$ cat src/rtl/multiplicador_seq8.sv
// Sequential shift-and-add 8x8 multiplier: one ripple-carry adder reused over eight cycles.
// Optional macro MULT_SIGNED_EN enables two's-complement operands via sign/magnitude handling.

module RippleCarryAdder8 (
  input  logic [7:0] a_i,
  input  logic [7:0] b_i,
  input  logic       cin_i,
  output logic [7:0] sum_o,
  output logic       cout_o
);

  logic [8:0] carry;

  always_comb begin
    carry    = '0;
    sum_o    = '0;
    carry[0] = cin_i;
    for (int i = 0; i < 8; i++) begin
      sum_o[i]     = a_i[i] ^ b_i[i] ^ carry[i];
      carry[i + 1] = (a_i[i] & b_i[i]) | (carry[i] & (a_i[i] ^ b_i[i]));
    end
  end

  assign cout_o = carry[8];

endmodule

module multiplicador_seq8 #(
  parameter int WIDTH = 8
) (
  input  logic                 clk,
  input  logic                 rst_n,
  input  logic                 start,
  input  logic [WIDTH-1:0]     a,
  input  logic [WIDTH-1:0]     b,
  output logic                 busy,
  output logic                 done,
  output logic [2*WIDTH-1:0]   p
);

  typedef enum logic [1:0] {
    IDLE = 2'd0,
    CALC = 2'd1,
    DONE = 2'd2
  } state_t;

  state_t           state_q;
  logic [7:0]       mcand_q;
  logic [15:0]      acc_q;
  logic [3:0]       cnt_q;
  logic             busy_q;
  logic             done_q;
  logic [15:0]      p_q;

  logic [7:0]       addB;
  logic [7:0]       addSum;
  logic             addCout;
  logic [15:0]      acc_d;
  logic [7:0]       mcandLoad;
  logic [7:0]       mplierLoad;
  logic [15:0]      pFinal;

  // Partial product add: high half of acc plus the multiplicand when the current multiplier bit is set.
  assign addB = acc_q[0] ? mcand_q : 8'h00;

  RippleCarryAdder8 uAdder (
    .a_i    (acc_q[15:8]),
    .b_i    (addB),
    .cin_i  (1'b0),
    .sum_o  (addSum),
    .cout_o (addCout)
  );

  assign acc_d = {addCout, addSum, acc_q[7:1]};

`ifdef MULT_SIGNED_EN
  logic sign_q;
  logic signLoad;

  // Magnitudes fit in 8 unsigned bits, including -128 which maps to 8'h80.
  assign mcandLoad  = a[7] ? (~a + 8'd1) : a;
  assign mplierLoad = b[7] ? (~b + 8'd1) : b;
  assign signLoad   = a[7] ^ b[7];
  assign pFinal     = sign_q ? (~acc_d + 16'd1) : acc_d;
`else
  assign mcandLoad  = a;
  assign mplierLoad = b;
  assign pFinal     = acc_d;
`endif

  always_ff @(posedge clk or negedge rst_n) begin
    if (!rst_n) begin
      state_q <= IDLE;
      mcand_q <= '0;
      acc_q   <= '0;
      cnt_q   <= '0;
      busy_q  <= 1'b0;
      done_q  <= 1'b0;
      p_q     <= '0;
`ifdef MULT_SIGNED_EN
      sign_q  <= 1'b0;
`endif
    end else begin
      case (state_q)
        IDLE, DONE: begin
          done_q <= 1'b0;
          if (start) begin
            state_q <= CALC;
            busy_q  <= 1'b1;
            mcand_q <= mcandLoad;
            acc_q   <= {8'h00, mplierLoad};
            cnt_q   <= '0;
`ifdef MULT_SIGNED_EN
            sign_q  <= signLoad;
`endif
          end else begin
            state_q <= IDLE;
          end
        end
        CALC: begin
          acc_q <= acc_d;
          cnt_q <= cnt_q + 4'd1;
          if (cnt_q == 4'd7) begin
            state_q <= DONE;
            busy_q  <= 1'b0;
            done_q  <= 1'b1;
            p_q     <= pFinal;
          end
        end
        default: begin
          state_q <= IDLE;
          busy_q  <= 1'b0;
          done_q  <= 1'b0;
        end
      endcase
    end
  end

  assign busy = busy_q;
  assign done = done_q;
  assign p    = p_q;

endmodule

$ cat config.mk
export PLATFORM = sky130hd
export DESIGN_NAME = multiplicador_seq8
export DESIGN_NICKNAME = d
export VERILOG_FILES = /design/src/rtl/multiplicador_seq8.sv
export SDC_FILE = /design/constraint.sdc
export NUM_CORES = 1
export LEC_CHECK = 0
export BUFFER_PORTS_ARGS = -buffer_cell sky130_fd_sc_hd__buf_2
export CAP_MARGIN = 20
export CORE_ASPECT_RATIO = 0.5
export CORE_MARGIN = 2
export CORE_UTILIZATION = 55
export CTS_CLUSTER_SIZE = 10
export DETAILED_ROUTE_END_ITERATION = 16
export PLACE_DENSITY = 0.79
export SKIP_CTS_REPAIR_TIMING = 1
export SYNTH_ARGS = -nofsm -noshare
export SYNTH_HDL_FRONTEND = slang
export SYNTH_SLANG_ARGS = --single-unit
$ cat constraint.sdc
create_clock -name clk -period 4.2 [get_ports clk]
set_input_delay 0.84 -clock clk [delete_from_list [all_inputs] [get_ports clk]]
set_output_delay 0.84 -clock clk [all_outputs]
set_load 0.1 [all_outputs]
==> summary.txt <==
Synth
  – Post-synthesis instance total: 180
  – Mapped Nets: approximately 210
  – Avg Cell Area, Syn: approximately 12 um^2
  – Yosys reg bits: between 40 and 50
  – Synth cell types: 28
  – Share of flip-flops with an asynchronous set or reset: 100%
  – EDFF count, synth: 0
  – Most used DFF post-synth: dfrtp_1
  – Syn. warnings: 0
  – Sequential fraction of the synthesis area: between 50 and 60%
  – Mapped Area: between 2000 and 2500 um^2

Floorplanning
  – Die height: approximately 48 um
  – Starting Density: about three fifths
  – CORE AREA: roughly 3600 um^2
  – Die X-Extent: between 90 and 100 um
  – Num rows: 15
  – Ports: 37
  – Die area: 4400 um^2

Timing
  – Setup TNS: 0 ps
  – Final setup violation count: 0
  – Final Cycle Share: between 80 and 90%
  – Worst slew pin tran: between 900 and 1000 ps
  – Clock skew: around 6.3 ps
  – RSZ-0062 raised after global routing: no
  – Max-Slew Margin vs Limit: around 34%
  – Minimum clock period after layout: ~3500 ps
  – Max-slew violation count: 0
  – Fin. Hold Viols: 0
  – Fmax: around 0.28 GHz

Routing
  – # DRC: 0
  – Vias per cell: approximately 5.3
  – Vias: 1,397
  – DR pass1 iterations: 4
  – Final wirelength: approximately 4000 um
  – DR iter-0 viols: 41
  – Routed length per instance: between 10 and 15 um
  – Post-route antenna net violation count: 0

Setup path
  – Worst setup startpoint: acc_q[0]
  – R2R Setup Slk: around 650 ps
  – Critical Path End Type: flop
  – RR Endpoint: p[14]
  – Worst EP arrival: ~3700 ps
  – Crit path max fanout: 9
  – CP startpoint kind: flop
  – CP Class: reg2reg
  – FF-to-FF path depth: 11
  – Worst EP required: 4350 ps
  – Reg2reg start: acc_q[0]
  – Worst setup endpoint: p[14]

Global route
  – Number of global-route vias before repair: approximately 1,300
  – Initial antenna violation count: 0
  – First-pass GRT wire length: 6210 um
  – Gr usage total: a little under a fifth
  – Largest net degree at the start of global routing: 48
  – GRT overflow: 0

Clocking
  – Max Buffers Root-to-Sink: 2
  – Clock Latency Late Sink: 300 ps
  – Clock Tree Root: clkbuf_8
  – Total CTS buffers: 5
  – CTS tree: yes
  – H-tree depth: 2
  – Clock slew at reported path FFs: 90 ps
  – CTS sink cnt: 47

Place
  – Placed Area: about 2300 um^2
  – Dpl hpwl: approximately 2600 um
  – Port Buf Inserts: 36
  – GPL Wtd Cong: 0.767

Final layout
  – Post-layout net count: roughly 240
  – Finished layout cell area: ~2400 um^2
  – Area delta synth->final: 14.2%
  – Fill count: approximately 280
  – Layout cells sized above 1: 27.1%
  – N_diodes: 0
  – Fin util: approximately two thirds
  – Most frequent cells in the layout: dfrtp_1, nand2_1, buf_2, inv_1, nand3_1
  – Most common cell after layout, fill and taps aside: dfrtp_1

Outcome
  – Outcome: complete, no violations

Job
  – Max cap viols: 0

Min path
  – Worst hold path class: in2async
-- through the flow --
stage	hold WS [ps]	worst slack, ps	cells
global route	438	493	265
detailed placement	466	683	256
floorplan	437	836	180
CTS	486	626	264
finish	436	650	265
global placement	456	849	256
-- worst min path at each step --
| stage | startpoint | to | slack [ps] | cells past startpoint |
|---|---|---|---|---|
| global placement | mcand_q[0] | mcand_q[0] | 460 | 2 |
| finish | rst_n | p[14] | 440 | 1 |
| detailed placement | mcand_q[1] | mcand_q[1] | 470 | 2 |
| CTS | mcand_q[1] | mcand_q[1] | 490 | 2 |
| global route | rst_n | acc_q[15] | 440 | 1 |
| floorplan | mcand_q[2] | mcand_q[2] | 440 | 2 |
-- layout make-up --
class	count	area [um^2]	share of cell area, %
Clock inverter	3	43.8	1.81
Tap cell	51	63.8	2.64
Timing Repair Buffer	37	200	8.27
Inverter	12	45.0	1.86
Sequential cell	47	1180	48.6
Clock buffer	5	68.8	2.84
Multi-Input combinational cell	110	823	34.0
-- cell families (layout without fill, tap and decap cells) --
family                     after synthesis  in the layout  share of synthesized area, %
adders and majority gates                9              9                          7.79
buffers and inverters                   23             57                          5.72
DFF                                     47             47                          55.5
and+or+nand+nor                         63             63                          13.9
muxes                                   19             19                          10.1
AOI/OAI and AO/OA                       19             19                          7.02
-- worst max-delay path, stage by stage (launching register included) --
cell	delay [ps]
dfrtp_1	500
and2_1	180
ha_1	150
fa_1	180
fa_1	160
inv_1	50
fa_1	400
fa_1	410
fa_1	400
fa_1	380
fa_1	510
mux2i_1	80
-- cell usage after synthesis, types with 3 or more instances --
cell	number	area (um^2)
o2bb2ai_1	6	52.6
a22oi_1	8	60.1
and2_1	3	18.8
nand2_1	41	154
a22o_1	3	26.3
buf_2	3	15.0
mux2_2	8	90.1
nand3_1	9	45.0
dfrtp_1	47	1180
clkbuf_1	4	15.0
mux2i_1	8	80.1
fa_1	7	140
mux2_4	3	45.0
inv_1	12	45.0
-- per-layer routing --
layer | routed length [um] | share of wire [%] | GRT usage, %
met3 | 187 | 4.8 | 5.51
met1 | 1940 | 50 | 25.0
met4 | 25 | 0.64 | 5.37
met5 | 0 | 0 | 0
met2 | 1740 | 45 | 32.6
-- registers in the layout, summed over array words and instances (netlist names) --
signal and cells:
done 1, busy 1, mcand_q 8, acc_q 16, p 16, state_q 1, cnt_q 4
Power is not shown: default switching activity piles up to over one toggle a cycle in this logic, so the estimate is an artifact.
